### src/rtl/bram_stream_reader_pkg.sv
`default_nettype none
// ============================================================================
// Module      : bram_stream_reader_pkg
// Description : Shared types for the BRAM stream reader (controller states).
// Revision    : 1.0 - initial release
// ============================================================================
package bram_stream_reader_pkg;

    // Controller states: waiting for a command, issuing reads, emptying buffer
    typedef enum logic [1:0] {
        ST_IDLE  = 2'd0,
        ST_READ  = 2'd1,
        ST_DRAIN = 2'd2
    } state_t;

endpackage : bram_stream_reader_pkg
`default_nettype wire

### src/rtl/bram_stream_reader_if.sv
`default_nettype none
// ============================================================================
// Module      : bram_stream_reader_if
// Description : Command, BRAM read and output stream signals of the reader.
//               master = the reader block, slave = its environment.
// Revision    : 1.0 - initial release
// ============================================================================
interface bram_stream_reader_if #(
    parameter int WIDTH = 10,
    parameter int AW    = 4
);
    logic             cmd_valid;
    logic             cmd_ready;
    logic [AW-1:0]    cmd_base;
    logic [AW:0]      cmd_length;
    logic             ar_valid;
    logic [AW-1:0]    ar_address;
    logic             r_valid;
    logic [WIDTH-1:0] r_data;
    logic             o_valid;
    logic             o_ready;
    logic [WIDTH-1:0] o_data;
    logic             o_last;
    logic             busy;

    modport master (
        input  cmd_valid, cmd_base, cmd_length, r_valid, r_data, o_ready,
        output cmd_ready, ar_valid, ar_address, o_valid, o_data, o_last, busy
    );

    modport slave (
        output cmd_valid, cmd_base, cmd_length, r_valid, r_data, o_ready,
        input  cmd_ready, ar_valid, ar_address, o_valid, o_data, o_last, busy
    );
endinterface : bram_stream_reader_if
`default_nettype wire

### src/rtl/bram_stream_reader_fifo.sv
`default_nettype none
// ============================================================================
// Module      : bram_stream_reader_fifo
// Description : Synchronous FIFO; a written word is visible on the output
//               the cycle after the write. Output reads as zero when empty.
// Revision    : 1.0 - initial release
// ============================================================================
module bram_stream_reader_fifo #(
    parameter int DATA_W = 11,
    parameter int DEPTH  = 4
) (
    input  logic              clk,
    input  logic              reset,
    input  logic              i_wr_en,
    input  logic [DATA_W-1:0] i_wr_data,
    input  logic              i_rd_en,
    output logic              o_valid,
    output logic [DATA_W-1:0] o_rd_data
);
    localparam int PW = $clog2(DEPTH);
    localparam int UW = $clog2(DEPTH + 1);
    localparam logic [PW-1:0] c_PTR_LAST = PW'(DEPTH - 1);

    logic [DATA_W-1:0] r_mem [DEPTH];
    logic [PW-1:0]     r_wr_ptr;
    logic [PW-1:0]     r_rd_ptr;
    logic [UW-1:0]     r_used;
    logic              w_push;
    logic              w_pop;

    assign o_valid   = (r_used != '0);
    assign w_push    = i_wr_en && (r_used != UW'(DEPTH));
    assign w_pop     = i_rd_en && o_valid;
    assign o_rd_data = o_valid ? r_mem[r_rd_ptr] : '0;

    // Storage array; entries are only observed after being written
    always_ff @(posedge clk) begin
        if (w_push) begin
            r_mem[r_wr_ptr] <= i_wr_data;
        end
    end

    // Pointer and occupancy bookkeeping
    always_ff @(posedge clk) begin
        if (reset) begin
            r_wr_ptr <= '0;
            r_rd_ptr <= '0;
            r_used   <= '0;
        end else begin
            if (w_push) begin
                r_wr_ptr <= (r_wr_ptr == c_PTR_LAST) ? '0 : r_wr_ptr + PW'(1);
            end
            if (w_pop) begin
                r_rd_ptr <= (r_rd_ptr == c_PTR_LAST) ? '0 : r_rd_ptr + PW'(1);
            end
            case ({w_push, w_pop})
                2'b10:   r_used <= r_used + UW'(1);
                2'b01:   r_used <= r_used - UW'(1);
                default: r_used <= r_used;
            endcase
        end
    end
endmodule : bram_stream_reader_fifo
`default_nettype wire

### src/rtl/bram_stream_reader.sv
`default_nettype none
// ============================================================================
// Module      : bram_stream_reader
// Description : Reads cmd_length consecutive BRAM words starting at cmd_base
//               (wrapping at DEPTH) and streams them out with a last marker.
//               Reads are credit-limited so the output FIFO cannot overflow.
// Revision    : 1.0 - initial release
// ============================================================================
module bram_stream_reader
    import bram_stream_reader_pkg::*;
#(
    parameter int WIDTH      = 10,
    parameter int DEPTH      = 10,
    parameter int FIFO_DEPTH = 4
) (
    input  logic                 clk,
    input  logic                 reset,
    bram_stream_reader_if.master bus
);
    localparam int AW = $clog2(DEPTH);
    localparam int CW = $clog2(FIFO_DEPTH + 1);
    localparam logic [AW-1:0] c_LAST_ADDR = AW'(DEPTH - 1);

    state_t           r_state;
    state_t           w_state_nxt;
    logic [AW-1:0]    r_addr;
    logic [AW:0]      r_left;
    logic [CW-1:0]    r_count;
    logic             r_rd_last;

    logic             w_cmd_fire;
    logic             w_ar_valid;
    logic             w_ar_last;
    logic             w_push;
    logic             w_pop;
    logic             w_fifo_valid;
    logic [WIDTH:0]   w_fifo_word;

    assign w_cmd_fire = (r_state == ST_IDLE) && bus.cmd_valid;
    assign w_ar_last  = (r_left == (AW + 1)'(1));
    assign w_pop      = w_fifo_valid && bus.o_ready;
    // Read data is only meaningful while a command is active; stray returns
    // in IDLE (including those left over from an aborted command) are dropped.
    assign w_push     = bus.r_valid && (r_state != ST_IDLE);

    // Next-state and read-issue decode
    always_comb begin
        w_state_nxt = r_state;
        w_ar_valid  = 1'b0;
        case (r_state)
            ST_IDLE: begin
                if (w_cmd_fire && (bus.cmd_length != '0)) begin
                    w_state_nxt = ST_READ;
                end
            end
            ST_READ: begin
                if (r_count < CW'(FIFO_DEPTH)) begin
                    w_ar_valid = 1'b1;
                    if (w_ar_last) begin
                        w_state_nxt = ST_DRAIN;
                    end
                end
            end
            ST_DRAIN: begin
                if (w_pop && w_fifo_word[WIDTH]) begin
                    w_state_nxt = ST_IDLE;
                end
            end
            default: w_state_nxt = ST_IDLE;
        endcase
    end

    // State register
    always_ff @(posedge clk) begin
        if (reset) begin
            r_state <= ST_IDLE;
        end else begin
            r_state <= w_state_nxt;
        end
    end

    // Address walk, remaining-read counter, credit count and last tagging
    always_ff @(posedge clk) begin
        if (reset) begin
            r_addr    <= '0;
            r_left    <= '0;
            r_count   <= '0;
            r_rd_last <= 1'b0;
        end else begin
            if (w_cmd_fire) begin
                r_addr <= bus.cmd_base;
                r_left <= bus.cmd_length;
            end else if (w_ar_valid) begin
                r_addr <= (r_addr == c_LAST_ADDR) ? '0 : r_addr + AW'(1);
                r_left <= r_left - (AW + 1)'(1);
            end
            case ({w_ar_valid, w_pop})
                2'b10:   r_count <= r_count + CW'(1);
                2'b01:   r_count <= r_count - CW'(1);
                default: r_count <= r_count;
            endcase
            // BRAM answers exactly one cycle later, so the tag rides along
            r_rd_last <= w_ar_valid && w_ar_last;
        end
    end

    bram_stream_reader_fifo #(
        .DATA_W (WIDTH + 1),
        .DEPTH  (FIFO_DEPTH)
    ) u_fifo (
        .clk       (clk),
        .reset     (reset),
        .i_wr_en   (w_push),
        .i_wr_data ({r_rd_last, bus.r_data}),
        .i_rd_en   (bus.o_ready),
        .o_valid   (w_fifo_valid),
        .o_rd_data (w_fifo_word)
    );

    assign bus.cmd_ready  = (r_state == ST_IDLE);
    assign bus.busy       = (r_state != ST_IDLE);
    assign bus.ar_valid   = w_ar_valid;
    assign bus.ar_address = r_addr;
    assign bus.o_valid    = w_fifo_valid;
    assign bus.o_data     = w_fifo_word[WIDTH-1:0];
    assign bus.o_last     = w_fifo_word[WIDTH];
endmodule : bram_stream_reader
`default_nettype wire
### src/flat_wrapper.sv
// flat-port wrapper written by rule: the top's interface ports become plain ports
module bram_stream_reader_flat import bram_stream_reader_pkg::*;
#(
    parameter int WIDTH      = 10,
    parameter int DEPTH      = 10,
    parameter int FIFO_DEPTH = 4
)
  (clk, reset, bus_cmd_valid, bus_cmd_base, bus_cmd_length, bus_r_valid, bus_r_data, bus_o_ready, bus_cmd_ready, bus_ar_valid, bus_ar_address, bus_o_valid, bus_o_data, bus_o_last, bus_busy);
  bram_stream_reader_if #(.WIDTH(WIDTH)) bus_i ();
  input  logic clk;
  input  logic reset;
  input wire logic [$bits(bus_i.cmd_valid)-1:0] bus_cmd_valid;
  input wire logic [$bits(bus_i.cmd_base)-1:0] bus_cmd_base;
  input wire logic [$bits(bus_i.cmd_length)-1:0] bus_cmd_length;
  input wire logic [$bits(bus_i.r_valid)-1:0] bus_r_valid;
  input wire logic [$bits(bus_i.r_data)-1:0] bus_r_data;
  input wire logic [$bits(bus_i.o_ready)-1:0] bus_o_ready;
  output wire logic [$bits(bus_i.cmd_ready)-1:0] bus_cmd_ready;
  output wire logic [$bits(bus_i.ar_valid)-1:0] bus_ar_valid;
  output wire logic [$bits(bus_i.ar_address)-1:0] bus_ar_address;
  output wire logic [$bits(bus_i.o_valid)-1:0] bus_o_valid;
  output wire logic [$bits(bus_i.o_data)-1:0] bus_o_data;
  output wire logic [$bits(bus_i.o_last)-1:0] bus_o_last;
  output wire logic [$bits(bus_i.busy)-1:0] bus_busy;
  assign bus_i.cmd_valid = bus_cmd_valid;
  assign bus_i.cmd_base = bus_cmd_base;
  assign bus_i.cmd_length = bus_cmd_length;
  assign bus_i.r_valid = bus_r_valid;
  assign bus_i.r_data = bus_r_data;
  assign bus_i.o_ready = bus_o_ready;
  assign bus_cmd_ready = bus_i.cmd_ready;
  assign bus_ar_valid = bus_i.ar_valid;
  assign bus_ar_address = bus_i.ar_address;
  assign bus_o_valid = bus_i.o_valid;
  assign bus_o_data = bus_i.o_data;
  assign bus_o_last = bus_i.o_last;
  assign bus_busy = bus_i.busy;
  bram_stream_reader #(.WIDTH(WIDTH), .DEPTH(DEPTH), .FIFO_DEPTH(FIFO_DEPTH)) u_core (.clk(clk), .reset(reset), .bus(bus_i));
endmodule
### config.mk
export PLATFORM = sky130hd
export DESIGN_NAME = bram_stream_reader_flat
export DESIGN_NICKNAME = d
export VERILOG_FILES = /design/src/rtl/bram_stream_reader_pkg.sv /design/src/rtl/bram_stream_reader_if.sv /design/src/rtl/bram_stream_reader_fifo.sv /design/src/rtl/bram_stream_reader.sv /design/src/flat_wrapper.sv
export SDC_FILE = /design/constraint.sdc
export NUM_CORES = 1
export LEC_CHECK = 0
export BUFFER_PORTS_ARGS = -buffer_cell sky130_fd_sc_hd__buf_4
export CORE_UTILIZATION = 42
export DETAILED_ROUTE_END_ITERATION = 16
export HOLD_SLACK_MARGIN = 0.06
export PLACE_DENSITY = 0.73
export SYNTH_ARGS = -nofsm -noshare
export SYNTH_HDL_FRONTEND = slang
export SYNTH_SLANG_ARGS = --single-unit
### constraint.sdc
create_clock -name clk -period 3.1 [get_ports clk]
set_input_delay 0.465 -clock clk [delete_from_list [all_inputs] [get_ports clk]]
set_output_delay 0.465 -clock clk [all_outputs]
set_load 0.02 [all_outputs]
==> out/summary.txt <==
status: finished, final reports clean
Synthesis Warnings: 0
diodes inserted: 0
Tmin final: 2.45 ns
# resized after CTS: 0
final setup TNS: 0 ns
simple logic cell fraction of the synthesized area: 11.9%
DRC viols: 0
Die X-Extent: 86.3 µm
Rows: 30
crit path cell chain: nor3b_1 > nor2_1 > inv_1 > ha_1 > inv_1 > fa_1 > xor2_1 > or3_1 > a21oi_1
# placed instances: 349
Detail Route Antenna Nets: 0
Nets: 299
drt via density: 4.93
routed len/inst: 13.6 µm
Least-Margin Pin Slew: 0.619 ns
Syn Std Cell Area: 2990 µm²
initial antenna violation count: 0
Worst EP required: 3.36 ns
clock latency on the worst-skew pair: 0.33 ns
Leak: 1.29 nW
Hold Fails Final Rpt: 0
post-synth top area share: 44.2%
die area: 7460 µm²
Synth Instances: 218
H-tree depth: 3
DRT iter0 DRCs: 50
internal power: 0.00179 W
FF+latch count, synth: 68
Slew Limit Headroom: 58.4%
non-filler instance count after layout: 365
top_reg_cell synth: edfxtp_1
CORE AREA: 6830 µm²
fin worst setup slack: 0.655 ns
Synth Area in Compound Gates: 8.04%
layout cell share with drive strength beyond 1: 28.3%
largest family of logic cells by synthesized area: simple AND/OR/NAND/NOR gates
RSZ-0062 raised after global routing: false
largest net degree at the start of global routing: 24
First-pass DRT Iterations: 4
clock-pin transition on the worst setup and hold timing paths: 0.07 ns
max-slew violation count: 0
register share of total power: 42.7%
clk_skew: 0.00698 ns
most frequent CP cell: inv_1
CTS sink count: 68
worst slack, placed: 0.683 ns
clk buf depth: 2
adder-cell share of the synthesized area: 5.11%
Synth Area in XOR/XNOR: 1.76%
Max-Cap Viols: 0
Synth area leader: edfxtp_1
Synth area leaders: edfxtp_1 44%, dfxtp_1 16%, mux4_2 8.3%
Worst Hold Class: in -> reg
Die Y: 86.3 µm
CP max FO: 5
GP Congestion: 0.807
CP peak stage delay: 0.46 ns
CP startpoint kind: register
Power Dens Cells: 735 nW/µm²
Max stage delay cell, worst path: nor3b_1
Comb power frac: 31.0%
CTS Buf Count: 9
final wirelength: 4980 µm
Post-synth ARST share: 0%
CTS tree: done
Root Buffer: clkbuf_8
number of synthesized flops with an enable pin: 44
vias: 1798
Switching Fraction: 31.6%
Detailed Place HPWL: 3490 µm
IO buf count: 42
Setup crit end kind: register
Final setup viols: 0
total congestion overflow: 0
Layout Utilization: 52.3%
vias in the first global route: 1752
syn_nets: 253
peak supply drop: 0.327 mV
Clock Power Share: 26.3%
post-cts hold buffer count: 0
Initial Utilization: 43.7%
global-route wire length before repair: 8120 µm
post-CTS setup buffers: 0
Layout area overhead: 19.5%
critical path class: reg -> reg
GRT Util Overall: 14.5%
period utilization: 78.9%
crit path DAT: 2.70 ns
mux share of post-synthesis cell area: 8.63%
maximum clock rate: 409 MHz
Top Ports: 43
overall power: 0.00263 W
Psw: 0.000831 W
Distinct cells, synth: 48
post-synthesis sequential area ratio: 60.3%
synthesized area per cell: 13.7 µm²
[critical path: cells and delay by family, from the launching register on]
family / cells / cell delay (ns)
adders and majority gates: 2 / 0.60
AOI/OAI and AO/OA: 1 / 0.13
buffers and inverters: 2 / 0.15
xor gates and xnor gates: 1 / 0.16
and+or+nand+nor: 3 / 0.96
DFF: 1 / 0.39
[synth_stat cells, types with 3 or more instances]
library cell and instances:
xor2_1 4, edfxtp_1 44, clkbuf_1 4, ha_1 9
nor2b_1 12, mux4_2 11, or3_1 6, nor2_1 17
and2_1 4, a311oi_1 3, inv_1 16, dfxtp_1 24
buf_6 3, nand2_1 5, o21ai_0 5, a21oi_1 8
nor3b_1 4
[layer usage]
metal / part of all wire (%) / track usage (%) / vias up
met4: 0.32 / 5.45 / 0
met3: 4.9 / 4.10 / 2
li1: - / - / 899
met2: 49 / 24.7 / 48
met5: 0 / 0 / -
met1: 46 / 17.7 / 849
[final timing paths]
kind / from / end / slack [ns] / cells past startpoint
worst max-delay path: u_core.u_fifo.r_used[2] / u_core.u_fifo.r_used[2] / 0.65 / 9
worst min-delay path: bus_r_data[3] / u_core.u_fifo.r_mem[3][3] / 0.34 / 1
worst min register to register: u_core.r_count[1] / u_core.r_count[1] / 0.50 / 2
worst max register to register: u_core.u_fifo.r_used[2] / u_core.u_fifo.r_used[2] / 0.65 / 9
[cell families (layout without fill, tap and decap cells)]
logic type      count (synthesis)  after routing
mux                            12             12
fa+ha+maj                      11             11
buf+inv                        26             77
xor+xnor                        6              6
simple gates                   62             62
compound gates                 33             33
flops                          68             68
[sequential cells by signal, indices dropped and copies added, names as in the netlist, named ones only]
| signal | count |
|---|---|
| u_core.r_count | 3 |
| u_core.u_fifo.r_mem | 44 |
| u_core.bus.ar_address | 4 |
| u_core.u_fifo.r_used | 3 |
| u_core.r_left | 5 |
| u_core.r_rd_last | 1 |
| u_core.u_fifo.r_rd_ptr | 2 |
| u_core.r_state | 2 |
| u_core.u_fifo.r_wr_ptr | 2 |
[per-stage QoR]
step	cell area, µm²	hold slack, ns
5_1_grt	3570	0.313
4_1_cts	3570	0.317
3_3_place_gp	3380	0.470
3_5_place_dp	3380	0.481
6_report	3570	0.335
2_1_floorplan	2990	0.438
[layout make-up]
cell class	count	area [µm²]
fillers	594	3260
inverters	17	68.8
repair buffers	44	330
clock buffers	9	124
flip-flops and latches	68	1800
clock inverters	7	67.6
well taps	96	120
multi-input cells	124	1060
[power by group through the flow]
stage | Combinational [W] | Clock, W | Sequential [W]
after floorplan | 0.000568 | 0 | 0.00112
final | 0.000815 | 0.000690 | 0.00112
after CTS | 0.000827 | 0.000710 | 0.00112
after global placement | 0.000814 | 0 | 0.00114
after global routing | 0.000902 | 0.000743 | 0.00113
after detailed placement | 0.000820 | 0 | 0.00114
[placed cells by master, fill, tap and decap left out, types with 2 or more instances in the layout]
cell type   n
xnor2_1     2
edfxtp_1   44
or3_1       6
o21a_1      2
clkinv_1    2
o21ai_0     5
ha_1        9
inv_1      16
mux4_2     11
a31oi_1     2
nor3b_1     4
and2_1      4
buf_4      44
clkbuf_8    9
a311oi_1    3
nor3_1      2
or4_1       2
nand3_1     2
fa_1        2
clkinv_4    3
nor2_1     17
a21oi_1     8
nor2b_1    12
nand2_1     5
dfxtp_1    24
xor2_1      4
Power figures use the tool's default switching activity.
